### src/rtl/mtr_drv_pkg.sv
// Shared types and constants for the motor drive PWM back-end.
package mtr_drv_pkg;

  localparam int unsigned PWM_PERIOD   = 4096;
  localparam logic [11:0] DUTY_OFFSET  = 12'h800;
  localparam int unsigned DEAD_DEFAULT = 32;

  typedef logic [11:0] duty_t;

  // Offset-binary mapping: -2048 -> 0, 0 -> 0x800, 2047 -> 0xFFF.
  function automatic duty_t spd_to_duty(input logic [11:0] spd);
    return spd ^ DUTY_OFFSET;
  endfunction

  // Raw PWM next state: clear on duty match wins over set at period start,
  // so a zero duty never produces a high cycle.
  function automatic logic pwm_raw_next(input logic raw, input logic at_zero,
                                        input logic at_duty);
    logic nxt;
    nxt = raw;
    if (at_zero) nxt = 1'b1;
    if (at_duty) nxt = 1'b0;
    return nxt;
  endfunction

endpackage

### src/rtl/pwm_nonoverlap.sv
// Dead-time inserter: splits one raw PWM into a complementary pair that is
// never high at the same time, holding both low for DEAD clocks per raw edge.
module pwm_nonoverlap #(
  parameter int unsigned DEAD = 32
) (
  input  logic clk,
  input  logic rst,
  input  logic raw,
  output logic PWM1,
  output logic PWM2
);

  localparam logic [7:0] DeadLoad = 8'(DEAD);

  logic       raw_prev_q, raw_prev_d;
  logic [7:0] dead_q, dead_d;
  logic       pwm1_q, pwm1_d;
  logic       pwm2_q, pwm2_d;

  // Next state: an edge restarts the window; the last window cycle
  // (dead_q == 1) already releases the outputs so the gap is exactly DEAD.
  always_comb begin
    raw_prev_d = raw;
    dead_d     = dead_q;
    pwm1_d     = 1'b0;
    pwm2_d     = 1'b0;
    if (raw != raw_prev_q) begin
      dead_d = DeadLoad;
    end else if (dead_q > 8'd1) begin
      dead_d = dead_q - 8'd1;
    end else begin
      dead_d = 8'd0;
      pwm1_d = raw;
      pwm2_d = ~raw;
    end
  end

  // State registers; reset behaves like a fresh edge so outputs start low.
  always_ff @(posedge clk) begin
    if (rst) begin
      raw_prev_q <= 1'b0;
      dead_q     <= DeadLoad;
      pwm1_q     <= 1'b0;
      pwm2_q     <= 1'b0;
    end else begin
      raw_prev_q <= raw_prev_d;
      dead_q     <= dead_d;
      pwm1_q     <= pwm1_d;
      pwm2_q     <= pwm2_d;
    end
  end

  assign PWM1 = pwm1_q;
  assign PWM2 = pwm2_q;

endmodule

### src/rtl/mtr_drv_pwm.sv
// Motor drive back-end: two speed commands -> two gated, dead-time protected
// H-bridge PWM pairs sharing one free-running period counter.
module mtr_drv_pwm
  import mtr_drv_pkg::*;
#(
  parameter int unsigned DEAD  = DEAD_DEFAULT,
  parameter int unsigned CNT_W = 12
) (
  input  logic        clk,
  input  logic        rst,
  input  logic [11:0] lft_spd,
  input  logic [11:0] rght_spd,
  input  logic        en,
  input  logic        ovr_i,
  output logic        lft_PWM1,
  output logic        lft_PWM2,
  output logic        rght_PWM1,
  output logic        rght_PWM2,
  output logic        period_strt,
  output logic        fault
);

  logic [CNT_W-1:0] cnt_q, cnt_d;
  logic             cnt_zero, cnt_wrap;
  duty_t            lft_duty_q, lft_duty_d;
  duty_t            rght_duty_q, rght_duty_d;
  logic             lft_raw_q, lft_raw_d;
  logic             rght_raw_q, rght_raw_d;
  logic             fault_q, fault_d;
  logic             gate;
  logic             period_strt_q;
  logic             lft_no1, lft_no2, rght_no1, rght_no2;
  logic             lft_pwm1_q, lft_pwm2_q, rght_pwm1_q, rght_pwm2_q;

  assign cnt_zero = (cnt_q == '0);
  assign cnt_wrap = (cnt_q == '1);

  // Period counter, duty latches and raw PWM generation.
  always_comb begin
    cnt_d       = cnt_q + CNT_W'(1);
    lft_duty_d  = cnt_wrap ? spd_to_duty(lft_spd)  : lft_duty_q;
    rght_duty_d = cnt_wrap ? spd_to_duty(rght_spd) : rght_duty_q;
    lft_raw_d   = pwm_raw_next(lft_raw_q, cnt_zero, cnt_q == lft_duty_q);
    rght_raw_d  = pwm_raw_next(rght_raw_q, cnt_zero, cnt_q == rght_duty_q);
  end

  // Fault latch and output gate; the gate uses the next fault value so the
  // bridge is released in the same cycle the fault flag appears.
  always_comb begin
    fault_d = fault_q | ovr_i;
    gate    = en & ~fault_d;
  end

  // All registered state, including the gated bridge outputs.
  always_ff @(posedge clk) begin
    if (rst) begin
      cnt_q         <= '0;
      lft_duty_q    <= DUTY_OFFSET;
      rght_duty_q   <= DUTY_OFFSET;
      lft_raw_q     <= 1'b0;
      rght_raw_q    <= 1'b0;
      fault_q       <= 1'b0;
      period_strt_q <= 1'b0;
      lft_pwm1_q    <= 1'b0;
      lft_pwm2_q    <= 1'b0;
      rght_pwm1_q   <= 1'b0;
      rght_pwm2_q   <= 1'b0;
    end else begin
      cnt_q         <= cnt_d;
      lft_duty_q    <= lft_duty_d;
      rght_duty_q   <= rght_duty_d;
      lft_raw_q     <= lft_raw_d;
      rght_raw_q    <= rght_raw_d;
      fault_q       <= fault_d;
      period_strt_q <= cnt_zero;
      lft_pwm1_q    <= lft_no1 & gate;
      lft_pwm2_q    <= lft_no2 & gate;
      rght_pwm1_q   <= rght_no1 & gate;
      rght_pwm2_q   <= rght_no2 & gate;
    end
  end

  pwm_nonoverlap #(
    .DEAD (DEAD)
  ) u_lft_no (
    .clk  (clk),
    .rst  (rst),
    .raw  (lft_raw_q),
    .PWM1 (lft_no1),
    .PWM2 (lft_no2)
  );

  pwm_nonoverlap #(
    .DEAD (DEAD)
  ) u_rght_no (
    .clk  (clk),
    .rst  (rst),
    .raw  (rght_raw_q),
    .PWM1 (rght_no1),
    .PWM2 (rght_no2)
  );

  assign lft_PWM1    = lft_pwm1_q;
  assign lft_PWM2    = lft_pwm2_q;
  assign rght_PWM1   = rght_pwm1_q;
  assign rght_PWM2   = rght_pwm2_q;
  assign period_strt = period_strt_q;
  assign fault       = fault_q;

endmodule

### config.mk
export PLATFORM = sky130hd
export DESIGN_NAME = mtr_drv_pwm
export DESIGN_NICKNAME = d
export VERILOG_FILES = /design/src/rtl/mtr_drv_pkg.sv /design/src/rtl/pwm_nonoverlap.sv /design/src/rtl/mtr_drv_pwm.sv
export SDC_FILE = /design/constraint.sdc
export NUM_CORES = 1
export LEC_CHECK = 0
export ABC_AREA = 1
export BUFFER_PORTS_ARGS = -buffer_cell sky130_fd_sc_hd__buf_4
export CELL_PAD_IN_SITES_DETAIL_PLACEMENT = 1
export CELL_PAD_IN_SITES_GLOBAL_PLACEMENT = 1
export CORE_UTILIZATION = 30
export DETAILED_ROUTE_END_ITERATION = 8
export GPL_TIMING_DRIVEN = 0
export PLACE_DENSITY = 0.58
export SKIP_LAST_GASP = 1
export SLEW_MARGIN = 20
export SYNTH_ARGS = -nofsm -noshare
export SYNTH_HDL_FRONTEND = slang
export SYNTH_SLANG_ARGS = --single-unit
export TNS_END_PERCENT = 5
### constraint.sdc
create_clock -name clk -period 2.16 [get_ports clk]
set_input_delay 0.108 -clock clk [delete_from_list [all_inputs] [get_ports clk]]
set_output_delay 0.108 -clock clk [all_outputs]
set_load 0.02 [all_outputs]
==> out/results.txt, run 1 <==
The flow ran to the end, and the final reports show no timing, DRC or antenna violations. The run gives 4 as the iteration count of the initial detailed-routing pass. Number of DRC markers in iteration 0: 76. TritonCTS built the clock tree. In the final layout, the share of cells above drive strength 1 is 12.4%. The accumulated negative setup slack is 0 ns, and the final count of pins violating max slew is 0. The DRC violations left came out at 0. Beginning of the critical path: cnt_q[0].

The worst register-to-register path has a depth of 7. For this run, the post-layout net count is 522. The minimum setup slack among reg-to-reg paths is 0.32 ns. The first global-routing pass estimated 13300 um of wire. The worst setup skew after layout is 0.00854 ns, and the number of antenna violations at the first check in global routing is 0.

The congestion estimate from routability-driven global placement came to 0.731. The fill cell instance count of the final layout was 1260; the growth of design area from synthesis to finish was 20.6%. The die is 103 um wide. The path class of the tightest hold or removal check is input pin to register. Summing over every cut layer, the via total after detailed routing is 2823. The total of flip-flops plus latches after synthesis came out at 66.

Dividing the final minimum period by the clock period gives 85.0%. The worst setup path is launched from a register. The tools report the maximum number of pins on one net before global-route repair as 12.

Final routed wire length divided by cell count: 12.5 um. The buffer levels on the longest clock path came out at 2. The net count after synthesis is 475, and the area inside the core boundary is 9860 sq um. The most common library cell in the layout ignoring fill and taps was sky130_fd_sc_hd__nand2_1. The clock net in this run drives a total of 66 sinks. Pin placement for this block handled 34 I/O pins. Setup repair after global routing left no endpoint under its margin.

Clock root buffer: sky130_fd_sc_hd__clkbuf_8. The number of levels in the clock H-tree is 3. The run gives 16.7% as the global-route total usage across every layer. Along the worst path, the maximum fanout reaches 10. The run gives 0.35 ns as the clock insertion delay at the later pin of the skew report. The synthesized area per cell is 6.97 sq um, and the area taken by flip-flops and latches is 1320 sq um. The logs give 0 for the count of antenna-violating nets left after detailed routing and 7850 um for the total wire length after detailed routing.

In the layout the commonest cells are sky130_fd_sc_hd__nand2_1, sky130_fd_sc_hd__dfxtp_1, sky130_fd_sc_hd__inv_1. For the worst setup path, the data required time is 2.37 ns. For this run, the top clock speed supported by timing is 545 MHz. The critical path arrival is 2.04 ns.

For the worst-case setup margin in the final layout, the log shows 0.325 ns. Portion of the post-synthesis area used by sequential elements: 43.0%. The count of unique library cells instantiated by Yosys was 24; the total of warnings raised by yosys was 0.

Detailed placement ended at an HPWL of 5870 um. Summed over all layers, the global routing overflow is 0. The clock transition at the register clock pins on the worst setup and hold paths after CTS is 0.07 ns.

The logs give 1450 sq um for the multi-input combinational cell area and 0 for the final setup violation count. The die is 103 um tall. Headroom to the max-slew limit came out at 62.1%. For the floorplan row count, the log shows 36. The total count of hold-check failures in the final report is 0, and the total power per unit cell area is 791 nW/um^2.

The die covers 10600 sq um. The mean number of vias per cell was 4.51; the leakage dissipation was 0.00172 uW. The classification of the worst setup path was register to register. Buffers placed on the I/O ports in this run total 32. The startpoint identified for the worst register-to-register timing path is cnt_q[0].

The area of the mapped netlist is 3070 sq um. The smallest clock period supported by the final layout is computed as 1.84 ns. At the placement stage, the worst setup path has a slack of 0.330 ns. Once the clock tree was built, the resizer swapped 0 gates to a different size. 0 antenna diodes ended up in the layout.

The max capacitance violation total is 0. STA classifies the critical path endpoint as a register. The tools report the worst reg2reg path endpoint as rght_duty_q[2].

Counting every instance in the synthesized netlist gives 441. The run gives 2840 as the via count of the first global-routing pass. The actual transition at the worst max-transition pin was 0.569 ns; the number of buffers added by the clock tree synthesis step was 9.

The initial utilization of the core area, before any placement, comes to 31.1%. The most critical setup path has its endpoint at rght_duty_q[2]. For the maximum VDD drop, the log shows 0.336 mV.
## logic make-up after synthesis
family | Yosys count | synth area share (%)
adder cells (fa/ha/maj) | 6 | 2.44
buffers and inverters | 76 | 9.86
AND/OR/NAND/NOR | 214 | 30.3
XOR/XNOR | 12 | 3.42
AO/OA/AOI/OAI | 67 | 11.0
flip-flops | 66 | 43.0
## synth_stat cells, drive strengths merged
master | count | area [sq um]
a21oi | 38 | 190
and2 | 1 | 6.26
and3 | 2 | 12.5
buf | 4 | 32.5
clkbuf | 10 | 37.5
dfxtp | 66 | 1320
ha | 6 | 75.1
inv | 62 | 233
nand2 | 127 | 484
nand3 | 17 | 110
nand4 | 4 | 25.0
nor2 | 51 | 224
nor3 | 10 | 55.1
o21a | 1 | 7.51
o21ai | 28 | 140
or2 | 2 | 12.5
xnor2 | 4 | 35.0
xor2 | 8 | 70.1
## stage by stage
step                      hold slack, ns  instance area, sq um  power, uW  instances  utilization (%)
after CTS                        0.00168                  3700       2980        626             37.5
after floorplan                    0.255                  3070       1780        441                -
after detailed placement           0.371                  3480       1940        606             35.3
final                             0.0149                  3700       2930        626             37.5
after global routing              0.0198                  3700       3120        626             37.5
after global placement             0.363                  3480       1920        606             35.3
## metal layers
layer | global-route usage (%) | part of all wire (%) | vias to the layer above
met5 | 0 | 0 | -
met4 | 5.53 | 1.2 | 0
met3 | 3.63 | 3.6 | 9
met2 | 28.7 | 48 | 32
met1 | 20.7 | 47 | 1316
li1 | - | - | 1466
## cell type report
class                      instances  area share [%]
sequential                        66            35.7
multi-input combinational        299            39.1
tap                              133            4.49
buffer                            14            1.89
timing repair buffer              36            7.57
clock inverter                     6            1.55
clock buffer                      10            3.45
inverter                          62            6.28
## how the worst min path moves through the flow
stage	depth (start not counted)	start	end
global route	3	lft_spd[2]	lft_duty_q[2]
finish	3	lft_spd[6]	lft_duty_q[6]
floorplan	2	rght_spd[6]	rght_duty_q[6]
detailed placement	3	ovr_i	fault
CTS	3	lft_spd[7]	lft_duty_q[7]
global placement	3	ovr_i	fault
## critical path, stage by stage, from the launching register on
cell                       delay [ns]
sky130_fd_sc_hd__dfxtp_1         0.43
sky130_fd_sc_hd__ha_1            0.25
sky130_fd_sc_hd__nand2_4         0.09
sky130_fd_sc_hd__nor2_8          0.15
sky130_fd_sc_hd__nand3_4         0.14
sky130_fd_sc_hd__clkbuf_1        0.31
sky130_fd_sc_hd__o21ai_0         0.24
sky130_fd_sc_hd__a21oi_1         0.09
## sequential cells by signal, summed over array words and instances (netlist names)
| name | cells |
|---|---|
| u_lft_no.PWM1 | 1 |
| rght_PWM2 | 1 |
| lft_raw_q | 1 |
| lft_PWM1 | 1 |
| lft_duty_q | 12 |
| u_lft_no.PWM2 | 1 |
| u_lft_no.raw_prev_q | 1 |
| cnt_q | 12 |
| fault | 1 |
| u_rght_no.raw_prev_q | 1 |
| u_lft_no.dead_q | 8 |
| u_rght_no.PWM2 | 1 |
| rght_duty_q | 12 |
| u_rght_no.PWM1 | 1 |
| period_strt | 1 |
| u_rght_no.dead_q | 8 |
| rght_PWM1 | 1 |
| lft_PWM2 | 1 |
| rght_raw_q | 1 |
## report_power, final
part / switching (uW) / internal (uW)
clock: 496 / 525
combinational: 317 / 207
sequential: 69.8 / 1310
total: 883 / 2050
## timing repair
| item | CTS | global route |
|---|---|---|
| endpoints found under the setup margin | 0 | 0 |
| hold buffers | 4 | 0 |
| setup buffers | 0 | 0 |
| hold endpoints to repair | 4 | 0 |
(Power assumes the default switching activity.)
==> inputs of run 2 (changes only) <==
==> constraint.sdc (replaced) <==
create_clock -name clk -period 1.8 [get_ports clk]
set_input_delay 0.09 -clock clk [delete_from_list [all_inputs] [get_ports clk]]
set_output_delay 0.09 -clock clk [all_outputs]
set_load 0.02 [all_outputs]
==> run 2 against run 1 <==
Effect of this change:
- die area is the same
- count of clock-buffer cells in the layout is the same
- sequential share of layout area shrank 1.7 points
- final cell count grew 2.9%
- critical endpoint is now lft_duty_q[8]
- largest power group unchanged
==> out/results.txt, run 2 (synthesized netlist as in run 1, its figures left out) <==
For the met3 wirelength from detailed routing, the log shows 163 um (was 282 um). The detailed-routed wire length on met2 came out at 3990 um (was 3760 um). The number of antenna violations at the first check in global routing was 0 (unchanged). The run gives 62.4% (was 62.1%) as the relative max-transition margin.

The tools report the critical path arrival as 1.87 ns (was 2.04 ns). The sink count of the clock tree came out at 66 (unchanged). The number of port buffers came out at 32 (unchanged). The overall die width came out at 103 um (unchanged).

The maximum VDD drop came out at 0.404 mV (was 0.336 mV). Highest-delay cell along the critical path: sky130_fd_sc_hd__dfxtp_1 (unchanged). The tools report the count of antenna-violating nets left after detailed routing as 0 (unchanged). Highest-count cells in the layout ignoring fill and taps: sky130_fd_sc_hd__nand2_1, sky130_fd_sc_hd__dfxtp_1, sky130_fd_sc_hd__inv_1 (unchanged). Clock transition at the register clock pins on the worst setup and hold paths after CTS: 0.07 ns (about the same). The iteration count of the initial detailed-routing pass came out at 4 (unchanged). The net switching power of the design is 1060 uW (was 883 uW). The type of the most critical hold path was input pin to register (unchanged). Leakage dissipation: 0.00179 uW (was 0.00172 uW). The growth of design area from synthesis to finish works out to 26.6% (was 20.6%). The run gives 36 (unchanged) as the floorplan row count.

The fraction of the cycle the final worst path needs came out at 92.4% (was 85.0%). The vertical die dimension came out at 103 um (unchanged). The detailed-placement wirelength estimate is 5870 um (unchanged), and the detailed-route wire length on metal 1 is 3790 um (was 3710 um). The final routed wire length divided by cell count is 12.5 um (about the same). For the global-route total usage across every layer, the log shows 17.2% (was 16.7%). The fill cell instance count of the final layout is 1263 (was 1260), and the starting density of the core is 31.1% (unchanged).

The internal power is 2480 uW (was 2050 uW). The actual transition at the worst max-transition pin came out at 0.564 ns (was 0.569 ns). Critical path capture point type: a register (unchanged). The buffers plus inverters on the worst setup path works out to 1 (unchanged). Setup repair after global routing could not meet its margin everywhere. Uppermost signal routing layer after detailed routing: met4 (unchanged). The number of levels in the clock H-tree is 3 (unchanged), and the final weighted congestion in routability-driven placement is 0.731 (unchanged). The fraction of final layout cells with drive strength greater than 1 works out to 12.5% (was 12.4%).

Worst setup skew after layout: 0.00691 ns (was 0.00854 ns). Total power per unit cell area: 910 nW/um^2 (was 791 nW/um^2). The logs give 0 (unchanged) for the max capacitance violation total and 9860 sq um (unchanged) for the area inside the core boundary. The worst-case setup margin in the final layout is 0.137 ns (was 0.325 ns), and the total count of hold-check failures in the final report is 0 (unchanged).

The sequential cell fraction of total power was 46.9% (was 47.2%). Largest registers in the final layout: cnt_q x12, lft_duty_q x12, rght_duty_q x12 (unchanged). The final setup violation count was 0 (unchanged); the shortest period the worst path allows was 1.66 ns (was 1.84 ns). Classification of the worst setup path: register to register (unchanged). The largest incremental delay on the critical path came out at 0.40 ns (was 0.43 ns). The minimum setup slack among reg-to-reg paths is 0.14 ns (was 0.32 ns). The logs give 2891 (was 2823) for the total number of vias and 18.7% (was 17.9%) for the power share of the combinational group.

The logs give 9 (unchanged) for the number of buffers added by the clock tree synthesis step and 13700 um (was 13300 um) for the first-pass GRT wire length. The total power after layout came out at 3540 uW (was 2930 uW). The critical path launch point type is a register (unchanged). Post-layout net count: 540 (was 522). Die area: 10600 sq um (unchanged). The mean number of vias per cell is 4.49 (was 4.51), and the clock power share is 34.4% (was 34.9%). The highest clock frequency the design can meet came out at 601 MHz (was 545 MHz). The logs give 34 (unchanged) for the I/O pin total and 12 (unchanged) for the maximum number of pins on one net before global-route repair.

The buffer levels on the longest clock path came out at 2 (unchanged). The number of buffers inserted to repair setup after CTS came out at 0 (unchanged). The tools report the via count of the first global-routing pass as 2925 (was 2840). The most common library cell in the layout ignoring fill and taps is sky130_fd_sc_hd__nand2_1 (unchanged). The count of inserted antenna diode cells came out at 0 (unchanged).

The flow ran to the end, and the final reports show no timing, DRC or antenna violations. The run gives 0 (unchanged) as the DRC violations left. Critical path, cell by cell: ha_1 -> nand2_4 -> nor2_8 -> nand3_4 -> buf_2 -> o21ai_0 -> a21oi_1 (was ha_1 -> nand2_4 -> nor2_8 -> nand3_4 -> clkbuf_1 -> o21ai_0 -> a21oi_1). Clock insertion delay at the later pin of the skew report: 0.34 ns (was 0.35 ns). The run gives 0 (unchanged) as the final count of pins violating max slew. The peak fanout along the critical path was 10 (unchanged). The tools report the total wire length after detailed routing as 8030 um (was 7850 um). The largest delay contributor family on the critical path was flip-flops (unchanged). TritonCTS built the clock tree.

The data required time of the critical path was 2.01 ns (was 2.37 ns); the global-route congestion overflow total was 0 (unchanged). The switching power as a share of total power works out to 29.9% (was 30.1%). The tools report the clock root buffer as sky130_fd_sc_hd__clkbuf_8 (unchanged). Worst setup timing slack at the placement stage: -0.0297 ns (was 0.330 ns).

The number of DRC markers in iteration 0 came out at 66 (was 76).
==> run 2: cell count changes in the layout (fill, tap and decap cells not counted), sizes merged <==
cell | previous run | this run
dlygate4sd3 | 4 | 22
clkbuf | 20 | 19
buf | 36 | 37
==> run 2: repair_timing <==
item                                   CTS  global route
gates resized for setup                  1             6
cloned                                   0             0
setup endpoints to repair                9            19
hold buffers                            22             0
endpoints found under the hold margin   22             0
==> run 2: path summary, 6_finish.rpt <==
check | from | endpoint | cells after the start
max reg2reg | cnt_q[1] | lft_duty_q[8] | 7
min | lft_spd[9] | lft_duty_q[9] | 3
min reg2reg | u_rght_no.PWM2 | rght_PWM2 | 2
max | cnt_q[1] | lft_duty_q[8] | 7
==> run 2: worst register-to-register path, delay by kind of cell (launching register included) <==
kind            cells  cell delay [ns]
simple gates        3             0.39
flops               1             0.40
fa+ha+maj           1             0.24
buf+inv             1             0.23
compound gates      2             0.27
==> run 2: layout make-up <==
type / count / area, sq um / area share (%)
Multi-Input combinational cell: 299 / 1450 / 37.2
Sequential cell: 66 / 1320 / 34.0
Timing Repair Buffer: 54 / 460 / 11.8
Inverter: 62 / 233 / 5.99
Tap cell: 133 / 166 / 4.28
Clock buffer: 10 / 128 / 3.28
Buffer: 14 / 72.6 / 1.87
Clock inverter: 6 / 57.6 / 1.48
==> run 2: power groups by stage <==
stage | logic, uW | clock network [uW] | registers [uW]
finish | 660 | 1220 | 1660
global route | 774 | 1330 | 1680
CTS | 672 | 1270 | 1660
detailed placement | 630 | 0 | 1700
global placement | 609 | 0 | 1690
floorplan | 452 | 0 | 1680
==> run 2: routing by layer <==
metal	global-route usage, %	vias up
met5	0	-
met4	5.85	0
met3	3.70	7
met2	29.7	23
met1	21.1	1360
li1	-	1501
==> run 2: stage by stage <==
step	util (%)	cells	TNS, ns	hold WS, ns	cell area [sq um]
floorplan	-	441	0	0.237	3070
finish	39.4	644	0	0.0140	3890
global placement	35.3	606	-0.0978	0.345	3480
CTS	39.4	644	0	0.000417	3880
global route	39.4	644	-0.160	0.0156	3890
detailed placement	35.3	606	-0.232	0.353	3480
